[src/rtl/baud_fifo_pkg.sv]
// rtl/baud_fifo_pkg.sv - Shared defaults and pointer-width helper for baud_fifo
package baud_fifo_pkg;

   localparam int DEFAULT_BAUD_WORD = 16;
   localparam int DEFAULT_WIDTH     = 8;
   localparam int DEFAULT_DEPTH     = 16;

   // log2 of a power-of-two depth, never below one bit
   function automatic int ptr_width(input int depth);
      return (depth <= 2) ? 1 : $clog2(depth);
   endfunction

endpackage

[src/rtl/baud_fifo_baud_generator.sv]
// rtl/baud_fifo_baud_generator.sv - Baud tick counter; BAUD_HALF_START_EN puts the first tick at mid-bit
module baud_generator
   import baud_fifo_pkg::*;
#(
   parameter int BAUD_WORD = DEFAULT_BAUD_WORD
) (
   input  logic                 clk,
   input  logic                 rst,
   input  logic                 en,
   input  logic [BAUD_WORD-1:0] baud,
   output logic                 tick
);

   logic [BAUD_WORD-1:0] cnt;
   logic [BAUD_WORD-1:0] term;

`ifdef BAUD_HALF_START_EN
   logic                 first;
   logic [BAUD_WORD-1:0] span;

   // The first period after enable is half a bit so later ticks land mid-bit
   always_comb begin
      span = first ? (baud >> 1) : baud;
      term = (span <= BAUD_WORD'(1)) ? '0 : span - BAUD_WORD'(1);
   end

   always_ff @(posedge clk or posedge rst) begin
      if (rst) begin
         first <= 1'b1;
      end else if (!en) begin
         first <= 1'b1;
      end else if (cnt >= term) begin
         first <= 1'b0;
      end
   end
`else
   always_comb begin
      term = (baud <= BAUD_WORD'(1)) ? '0 : baud - BAUD_WORD'(1);
   end
`endif

   // >= so a divisor lowered below the running count wraps at once
   always_ff @(posedge clk or posedge rst) begin
      if (rst) begin
         cnt  <= '0;
         tick <= 1'b0;
      end else if (!en) begin
         cnt  <= '0;
         tick <= 1'b0;
      end else if (cnt >= term) begin
         cnt  <= '0;
         tick <= 1'b1;
      end else begin
         cnt  <= cnt + BAUD_WORD'(1);
         tick <= 1'b0;
      end
   end

endmodule

[src/rtl/baud_fifo.sv]
// rtl/baud_fifo.sv - Baud tick generator plus first-word-fall-through FIFO (option: BAUD_HALF_START_EN)
module baud_fifo
   import baud_fifo_pkg::*;
#(
   parameter int BAUD_WORD = DEFAULT_BAUD_WORD,
   parameter int WIDTH     = DEFAULT_WIDTH,
   parameter int DEPTH     = DEFAULT_DEPTH
) (
   input  logic                 clk_i,
   input  logic                 rst_i,
   input  logic                 en_i,
   input  logic [BAUD_WORD-1:0] baud_i,
   output logic                 baudClk_o,
   input  logic                 wr_i,
   input  logic                 rd_i,
   input  logic [WIDTH-1:0]     data_i,
   output logic [WIDTH-1:0]     data_o,
   output logic                 full_o,
   output logic                 empty_o
);

   localparam int PW = ptr_width(DEPTH);
   localparam int CW = PW + 1;

   baud_generator #(.BAUD_WORD(BAUD_WORD)) u_baud (
      .clk  (clk_i),
      .rst  (rst_i),
      .en   (en_i),
      .baud (baud_i),
      .tick (baudClk_o)
   );

   logic [WIDTH-1:0] mem [DEPTH];
   logic [PW-1:0]    wr_ptr;
   logic [PW-1:0]    rd_ptr;
   logic [CW-1:0]    count;
   logic [CW-1:0]    count_next;
   logic             push;
   logic             pop;

   // When full, a concurrent pop frees the head slot that this push refills
   always_comb begin
      push       = wr_i && (!full_o || rd_i);
      pop        = rd_i && !empty_o;
      count_next = count;
      if (push && !pop) begin
         count_next = count + CW'(1);
      end else if (pop && !push) begin
         count_next = count - CW'(1);
      end
   end

   always_ff @(posedge clk_i or posedge rst_i) begin
      if (rst_i) begin
         wr_ptr  <= '0;
         rd_ptr  <= '0;
         count   <= '0;
         full_o  <= 1'b0;
         empty_o <= 1'b1;
      end else begin
         if (push) wr_ptr <= wr_ptr + PW'(1);
         if (pop)  rd_ptr <= rd_ptr + PW'(1);
         count   <= count_next;
         full_o  <= (count_next == CW'(DEPTH));
         empty_o <= (count_next == '0);
      end
   end

   always_ff @(posedge clk_i) begin
      if (push) mem[wr_ptr] <= data_i;
   end

   assign data_o = empty_o ? '0 : mem[rd_ptr];

endmodule

[config.mk]
export PLATFORM = sky130hd
export DESIGN_NAME = baud_fifo
export DESIGN_NICKNAME = d
export VERILOG_FILES = /design/src/rtl/baud_fifo_pkg.sv /design/src/rtl/baud_fifo_baud_generator.sv /design/src/rtl/baud_fifo.sv
export SDC_FILE = /design/constraint.sdc
export NUM_CORES = 1
export LEC_CHECK = 0
export CAP_MARGIN = 20
export CORE_MARGIN = 4
export CORE_UTILIZATION = 47
export CTS_CLUSTER_DIAMETER = 60
export CTS_CLUSTER_SIZE = 20
export DETAILED_ROUTE_END_ITERATION = 12
export PLACE_DENSITY_LB_ADDON = 0.15
export SLEW_MARGIN = 20
export SYNTH_ARGS = -nofsm -noshare
export SYNTH_HDL_FRONTEND = slang
export SYNTH_SLANG_ARGS = --single-unit
[constraint.sdc]
create_clock -name clk_i -period 2 [get_ports clk_i]
set_input_delay 0.3 -clock clk_i [delete_from_list [all_inputs] [get_ports clk_i]]
set_output_delay 0.3 -clock clk_i [all_outputs]
set_load 0.05 [all_outputs]
# After elaboration in Yosys (flattened, before gate mapping)

Memories as Yosys holds them, arrays and structs flattened.
Cells that the tools add are included.

Register bits after elaboration: 32
Latch bits: 0
Bits in writable memories: 128
Memory bits (read-only): 0
Input bits: 29
Output and inout bits: 11
Word-level logic and storage cells: 37
Memories kept: 1

Add/subtract/negate cells: 6
Multipliers: 0
Div/mod/pow operators: 0
Order comparisons: 2
Eq/ne operators: 1
Shift-type cells: 0
Muxes and demuxes: 10
Bitwise operators: 0
Reduce and logical (&&, ||, !) cells: 10

Memory list:

| memory | words | bits a word | read ports | clocked after Yosys merged registers in | write ports | RTL line        | RTL |
|---|---|---|---|---|---|---|---|
| mem    | 16    | 8           | 1          | 0                                       | 1           | baud_fifo.sv:33 | `logic [WIDTH-1:0] mem [DEPTH];` |

Operators by type and width:

| operator                | count |
|---|---|
| $mux W16                | 3 |
| $add A16 B1 Y16 const B | 1 |
| $ge A16 B16 Y1          | 1 |
| $le A16 B1 Y1 const B   | 1 |
| $sub A16 B1 Y16 const B | 1 |
| $mux W5                 | 2 |
| $add A4 B1 Y4 const B   | 2 |
| $mux W8                 | 1 |
| $add A5 B1 Y5 const B   | 1 |
| $eq A5 B5 Y1 const B    | 1 |
| $logic_not A5 Y1        | 1 |
| $sub A5 B1 Y5 const B   | 1 |
| $logic_and A1 B1 Y1     | 4 |
| $logic_not A1 Y1        | 4 |
| $mux W1                 | 4 |
| $logic_or A1 B1 Y1      | 1 |

# Logic depth before layout (Yosys ltp)

Gate-level depths: netlist (run 1).

Depth after elaboration: 8
Depth in mapped cells: 14
Gate-level depth less buffers: 12

# Hierarchy

From an unflattened synthesis (run 1), not the netlist that was laid out.

Cell total of the unflattened synthesis: 483
Area, all modules: 7360.8 um^2

By module, submodules not included:

| module         | times used | cells an instance | area an instance (um^2) | seq. area each (um^2) |
|---|---|---|---|---|
| baud_fifo      | 1          | 304               | 5825.6                  | 4220.3 |
| baud_generator | 1          | 179               | 1535.2                  | 425.4 |

# Worst setup path after synthesis (run 1)

OpenSTA, ideal clock, no wires.

Path type: input to register
From: input baud_i[11]
To: register u_baud.cnt[7]
Setup time: 0.071 ns
Arrival time: 2.853 ns
Slack: -0.924 ns
Stages: 13
Path through: or3_4 -> or3_4 -> nor2_1 -> nand3_1 -> buf_2 -> nand2_1 -> ha_1 -> and3_1 -> a221oi_1 -> nor3_1 -> a211o_1 -> buf_6 -> nor2_1

Longest elaborated chain between the ends: 5

Ends and longest elaborated chain:

| element                                                 | RTL line                       | RTL |
|---|---|---|
| start: declaration                                      | baud_fifo.sv:12                | `input logic [BAUD_WORD-1:0] baud_i,` |
| $sub A16 B1 Y16 / $le A16 B1 Y1 (equally long branches) | baud_fifo_baud_generator.sv:38 | `term = (baud <= BAUD_WORD'(1)) ? '0 : baud - BAUD_WORD'(1);` |
| $mux W16 *                                              | baud_fifo_baud_generator.sv:38 |  |
| $ge A16 B16 Y1 *                                        | baud_fifo_baud_generator.sv:50 | `end else if (cnt >= term) begin` |
| $mux W16 *                                              | baud_fifo_baud_generator.sv:50 |  |
| $mux W16 *                                              | baud_fifo_baud_generator.sv:47 | `end else if (!en) begin` |
| end signal: assignment                                  | baud_fifo_baud_generator.sv:54 | `cnt <= cnt + BAUD_WORD'(1);` |
| end: declaration                                        | baud_fifo_baud_generator.sv:14 | `logic [BAUD_WORD-1:0] cnt;` |

Every way passes the cells marked *; elsewhere a longest branch is shown, timed or not.
A chain may end at the register's enable or synchronous reset.

# Final worst setup path (run 1)

From: input baud_i[10]
To: register u_baud.cnt[11]

The elaborated chain is that of the path after synthesis.

==> impl_results.md, run 1 <==
* DRT Pass-1 Iters at 5
* CTS sink cnt at 160
* Maximum clock frequency at 377 MHz
* Total track usage at 0.197
* Final WS setup at -0.651 ns
* Crit end category: flop
* Remaining antenna violation count at 0
* Nets at 709
* Worst r2r src: u_baud.cnt[1]$_DFF_PP0_
* VDD IR max at 740 uV
* Post-Syn Area at 0.00739 mm2
* Placer Congestion at 0.846
* Max cap viols at 0
* Max-slew violation count at 0
* CP max-delay cell: or3_4
* Psw at 4.58 mW
* Most common cell on crit path: or3_4
* Clock power share at 0.247
* Final setup fails at 25
* Fin crit share at 1.33
* Drt via density at 5.48
* Final WL at 16900 um
* Initial DRC Count at 378
* Syn_nets at 571
* CP Launch Type: input pin
* CTS clock-pin slew for the worst setup and hold paths at 0.06 ns
* YS warnings at 0
* Diodes inserted at 0
* FFs w/ async S/R, synth at 0.200
* Cells along the critical path: buf_6, or3_4, or3_4, or3_4, nor3_2, a21oi_1, ha_1, a21oi_2, o21a_1, o211ai_1, a211o_4, buf_12, nor2_4
* Cells after Synth at 516
* EDFF count, synth at 128
* DR vias at 4803
* Die X at 133 um
* Slew @ Worst Pin at 0.619 ns
* Worst-skew pair later-pin latency at 0.42 ns
* Slew margin rel. at 0.586
* Largest net degree at the start of global routing at 32
* Clk root buf: clkbuf_16
* Final Skew at 0.0105 ns
* Core area at 0.0153 mm2
* Vias in the first global route at 4904
* CP required at 2.35 ns
* Max stage delay on crit path at 0.38 ns
* TNS Setup at -14.30 ns
* Syn_area_per_cell at 14.3 um2
* Switching share of total power at 0.341
* P_leak at 3.81 nW
* FF-to-FF End: u_baud.cnt[11]$_DFF_PP0_
* Fin area at 0.0101 mm2
* Global-route wire length before repair at 27000 um
* Area after DPL at 0.00889 mm2
* Initial Util at 0.483
* IO Port Bufs at 39
* CP Class: in2reg
* Fin util at 0.661
* Hold Vio Cnt, Final at 0
* Worst path depth at 13
* Min cycle time layout at 2.65 ns
* Synth area leader: edfxtp_1
* Grt ovf at 0
* Area growth syn-to-layout at 36.9%
* Die area at 0.0178 mm2
* Hold buffer count at CTS at 0
* Arrival time worst endpoint at 3.00 ns
* Sequential share of the synthesized area at 0.629
* Synth cell types at 54
* Layout cells sized above 1 at 0.387
* Hold slack at 0.211 ns
* RSZ-0062 raised after global routing: yes
* Synth top area share at 0.520
* Row cnt at 45
* Max H-tree Level at 4
* Comb pwr share at 0.435
* Io pins at 40
* Cts bufs inserted at 17
* PD cells at 1330 mW/mm2
* Crit-path max FO at 8
* Top area cells in the synthesized netlist: edfxtp_1 52%, dfrtp_1 10%, mux4_2 7.3%, ha_1 4.4%, mux2i_1 2.4%
* CTS tree: built
* Register share of total power at 0.318
* DRC Markers at 0
* FF-to-FF path depth at 7
* Ys flop type: edfxtp_1
* Hold crit path type: in2async
* Post-placement setup slack at -1.48 ns
* Initial antenna violation count at 0
* Die span in y at 133 um
* Violated checks: negative setup slack
* Crit-path leading delay family: simple AND/OR/NAND/NOR gates
* Seq cells post-synth at 160
* Post-DP HPWL at 11400 um
* Max clock buf depth at 2
* Int Pwr at 8.83 mW
* R2R Setup Slk at -0.07 ns
* Avg WL per Cell at 19.2 um
* Status: finished with violations
* Buffers and inverters on the worst path at 2
==> power by group through the flow <==
stage          Sequential [mW]  Combinational (mW)  Clock (mW)
2_1_floorplan             4.24                3.12           0
3_3_place_gp              4.32                4.96           0
3_5_place_dp              4.34                5.04           0
4_1_cts                   4.26                5.70        3.37
5_1_grt                   4.30                6.19        3.51
6_report                  4.26                5.83        3.31
==> cells in the mapped netlist (2+ instances only) <==
master / n
a211o_1: 3
a211oi_1: 4
a21oi_1: 5
a22oi_1: 4
a311oi_1: 4
a31oi_1: 3
a32oi_1: 2
and2_1: 9
and3_1: 2
buf_1: 2
buf_2: 6
buf_4: 3
clkbuf_1: 10
dfrtp_1: 31
edfxtp_1: 128
ha_1: 26
inv_1: 16
mux2_2: 3
mux2i_1: 18
mux4_2: 24
nand2_1: 36
nand2b_1: 6
nand3_1: 15
nand4_1: 14
nor2_1: 37
nor2b_1: 12
nor3_1: 6
nor4_1: 8
o211a_1: 2
o211ai_1: 3
o21a_1: 3
o21ai_0: 13
o22ai_1: 4
o31ai_1: 3
or2_2: 2
or3_4: 3
xnor2_1: 20
xor2_1: 10
==> through the flow <==
step                total power, mW  instances
finish                         13.4        877
global route                   14.0        877
global placement               9.28        832
floorplan                      7.36        516
CTS                            13.3        874
detailed placement             9.38        832
==> repair_timing <==
action	in CTS	in global routing
gates resized for setup	86	52
cloned	3	0
endpoints found under the hold margin	0	0
endpoints found under the setup margin	25	27
pin swaps	37	26
setup buffers	9	3
==> how the worst max path moves through the flow <==
| stage | from | endpoint | slack [ns] |
|---|---|---|---|
| 2_1_floorplan | baud_i[11] | u_baud.cnt[7]$_DFF_PP0_ | -0.87 |
| 3_3_place_gp | baud_i[11] | u_baud.cnt[7]$_DFF_PP0_ | -1.35 |
| 3_5_place_dp | baud_i[11] | u_baud.cnt[10]$_DFF_PP0_ | -1.48 |
| 4_1_cts | baud_i[10] | u_baud.cnt[7]$_DFF_PP0_ | -0.74 |
| 5_1_grt | baud_i[10] | u_baud.cnt[11]$_DFF_PP0_ | -0.73 |
| 6_report | baud_i[10] | u_baud.cnt[11]$_DFF_PP0_ | -0.65 |
==> layout by cell type, fill, tap and decap left out, types with 16 or more instances in the layout <==
master / n
nand2_1: 30
buf_4: 78
ha_1: 23
buf_12: 22
nor2_4: 16
mux4_2: 24
dfrtp_1: 30
clkbuf_16: 17
clkdlybuf4s50_1: 16
edfxtp_1: 128
xnor2_1: 20
==> sequential cells by signal, indices dropped and copies added, names as in the netlist <==
signal       flops
full_o           1
empty_o          1
wr_ptr           4
u_baud.cnt      16
u_baud.tick      1
rd_ptr           4
count            5
mem            128
==> area by class of cell <==
class	instances	area [um2]
Tap cell	211	264
Fill cell	1086	5200
Inverter	16	60.1
Clock buffer	17	425
Clock inverter	14	180
Timing Repair Buffer	141	1490
Multi-Input combinational cell	318	3050
Sequential cell	160	4650
==> cell families (layout without fill, tap and decap cells) <==
logic type	Yosys count	count (layout)	share of synthesized area
DFF	160	160	0.629
and+or+nand+nor	156	156	0.108
AOI/OAI and AO/OA	61	61	0.0589
muxes	45	45	0.102
buffers and inverters	38	188	0.0229
xor gates and xnor gates	30	30	0.0356
adders and majority gates	26	26	0.0440
==> layer usage <==
metal	track usage	wire, um
met5	0	0
met4	0.0514	191
met3	0.0389	643
met2	0.320	8420
met1	0.275	7590
Note: power is estimated with default switching activity, not from simulation.
==> run 2, diff against run 1 <==
--- a/config.mk
+++ b/config.mk
@@ -11,7 +11,9 @@
 export CTS_CLUSTER_DIAMETER = 60
 export CTS_CLUSTER_SIZE = 20
 export DETAILED_ROUTE_END_ITERATION = 12
+export DONT_BUFFER_PORTS = 1
 export PLACE_DENSITY_LB_ADDON = 0.15
+export REMOVE_ABC_BUFFERS = 1
 export SLEW_MARGIN = 20
 export SYNTH_ARGS = -nofsm -noshare
 export SYNTH_HDL_FRONTEND = slang
==> run 2 against run 1 <==
  * The run still ends with negative setup slack left
  * First-iteration DRC count shrank 41%
  * Clock power shrank 6.3%
  * Worst setup slack gained 0.014 ns
  * Via count shrank 5.9%
  * Global-route usage shrank 1.3 points
  * Maximum frequency grew 0.54%
  * Register-to-register slack lost 0.06 ns
  * Die area is the same
  * Final area shrank 7.9%
  * Worst hold slack lost 0.13 ns
  * Sequential power is essentially flat
  * Flip-flop and latch count is the same
==> impl_results.md, run 2 (synthesis gave the netlist of run 1 again) <==
* Status: finished with violations
* Violated checks: negative setup slack
* Max cap viols at 0
* FF-to-FF End: u_baud.cnt[8]$_DFF_PP0_
* Io pins at 40
* Fin util at 0.608
* Max H-tree Level at 4
* Crit end category: flop
* CP max-delay cell: a211o_1
* FF-to-FF path depth at 7
* Die span in y at 133 um
* Global-route wire length before repair at 24900 um
* Crit-path max FO at 8
* Most common cell on crit path: or3_4
* PD cells at 1330 mW/mm2
* Nets at 657
* CTS sink cnt at 160
* Worst-skew pair later-pin latency at 0.43 ns
* Largest regs: mem: 128 flops, u_baud.cnt: 16 flops, count: 5 flops
* Arrival time worst endpoint at 2.99 ns
* CP Launch Type: input pin
* WHS Path Cells at 1
* Final Skew at 0.00994 ns
* Total track usage at 0.184
* Die X at 133 um
* Min-Delay Endpoint: count[1]$_DFF_PP0_
* RSZ-0062 raised after global routing: yes
* CP Class: in2reg
* Max FFs per register at 128
* Crit-path leading delay family: simple AND/OR/NAND/NOR gates
* Fin area at 0.00932 mm2
* Layout cells sized above 1 at 0.314
* Post-DP HPWL at 10800 um
* Remaining antenna violation count at 0
* Area growth syn-to-layout at 26.1%
* Vias in the first global route at 4708
* DRC Markers at 0
* Grt ovf at 0
* Final WS setup at -0.636 ns
* Slew @ Worst Pin at 0.611 ns
* CTS clock-pin slew for the worst setup and hold paths at 0.06 ns
* Initial antenna violation count at 0
* Tot Pwr at 12.4 mW
* Placer Congestion at 0.824
* Slew margin rel. at 0.591
* Initial DRC Count at 224
* CTS tree: built
* Final WL at 15700 um
* Final setup fails at 25
* Area after DPL at 0.00824 mm2
* DR vias at 4519
* Max-slew violation count at 0
* R2R Setup Slk at -0.13 ns
* VDD IR max at 1310 uV
* Core area at 0.0153 mm2
* Commonest non-fill, non-tap cells in the layout: 128 x edfxtp_1, 59 x buf_4, 32 x nand2_1
* CP required at 2.35 ns
* Buffers and inverters on the worst path at 1
* Diodes inserted at 0
* Hold Crit Start: rd_i
* Hold Vio Cnt, Final at 0
* DRT Pass-1 Iters at 4
* Fin crit share at 1.32
* Cells along the critical path: or3_4, or3_4, nor2_4, nand3_4, nand2b_4, ha_4, nor2b_1, o211a_1, o311a_1, a211o_1, clkbuf_16, nor2_1
* Min cycle time layout at 2.64 ns
* Die area at 0.0178 mm2
* Max clock buf depth at 2
* P_leak at 3.44 nW
* Largest net degree at the start of global routing at 36
* Cts bufs inserted at 17
* Clk root buf: clkbuf_16
* Initial Util at 0.483
* Hold crit path type: in2reg
* Largest reg by FF count: mem
* Row cnt at 45
* Maximum clock frequency at 379 MHz
* Commonest non-fill, non-tap cell in the layout: edfxtp_1
* Worst path depth at 12
* IO Port Bufs at 0
* Avg WL per Cell at 18.9 um
* Worst r2r src: u_baud.cnt[1]$_DFF_PP0_
* Max stage delay on crit path at 0.38 ns
* Drt via density at 5.47
[run 2: cell count changes in the layout (fill, tap and decap cells not counted), sizes merged, moves of 3 or more]
cell / delta
buf: -36
clkdlybuf4s50: -16
dlygate4sd3: +10
dlymetal6s2s: -7
clkbuf: +6
inv: -3
[run 2: area by class of cell]
type / count / area, um2
Clock inverter: 8 / 77.6
Multi-Input combinational cell: 318 / 2900
Sequential cell: 160 / 4650
Timing Repair Buffer: 89 / 873
Fill cell: 1184 / 6000
Inverter: 16 / 60.1
Tap cell: 211 / 264
Clock buffer: 24 / 493
[run 2: worst max path at each step]
stage | from | end | slack, ns
after floorplan | rd_ptr[0]$_DFFE_PP0P_ | data_o[1] | -1.43
after global placement | baud_i[11] | u_baud.cnt[2]$_DFF_PP0_ | -1.05
after detailed placement | baud_i[11] | u_baud.cnt[3]$_DFF_PP0_ | -1.13
after CTS | baud_i[11] | u_baud.cnt[2]$_DFF_PP0_ | -0.58
after global routing | baud_i[11] | u_baud.cnt[8]$_DFF_PP0_ | -0.71
final | baud_i[11] | u_baud.cnt[8]$_DFF_PP0_ | -0.64
[run 2: through the flow]
step | setup WS (ns) | TNS, ns | hold slack (ns) | cells
after floorplan | -1.43 | -32.69 | 0.399 | 494
after global placement | -1.05 | -18.18 | 0.303 | 779
after detailed placement | -1.13 | -19.12 | 0.304 | 779
after CTS | -0.583 | -13.40 | 0.0659 | 824
after global routing | -0.706 | -15.77 | 0.0775 | 826
final | -0.636 | -13.74 | 0.0852 | 826
[run 2: power by group]
group	leakage (nW)	internal (mW)	switching [mW]
logic	1.59	2.38	2.68
registers	1.57	4.02	0.263
clock network	0.276	1.85	1.24
total	3.44	8.24	4.18
[run 2: metal layers]
metal  vias to the layer above  share of wire  GRT usage
li1                       2144              -          -
met1                      2266           0.43      0.234
met2                        89           0.52      0.313
met3                        20          0.041     0.0431
met4                         0          0.013     0.0583
met5                         -              0          0
[run 2: what timing repair did]
action | 4_1_cts | 5_1_grt
buffers inserted | 2 | 2
pin swaps | 8 | 15
hold endpoints to repair | 160 | 0
hold buffers | 10 | 0
gates cloned | 1 | 1
gates resized for setup | 25 | 49
endpoints found under the setup margin | 25 | 26
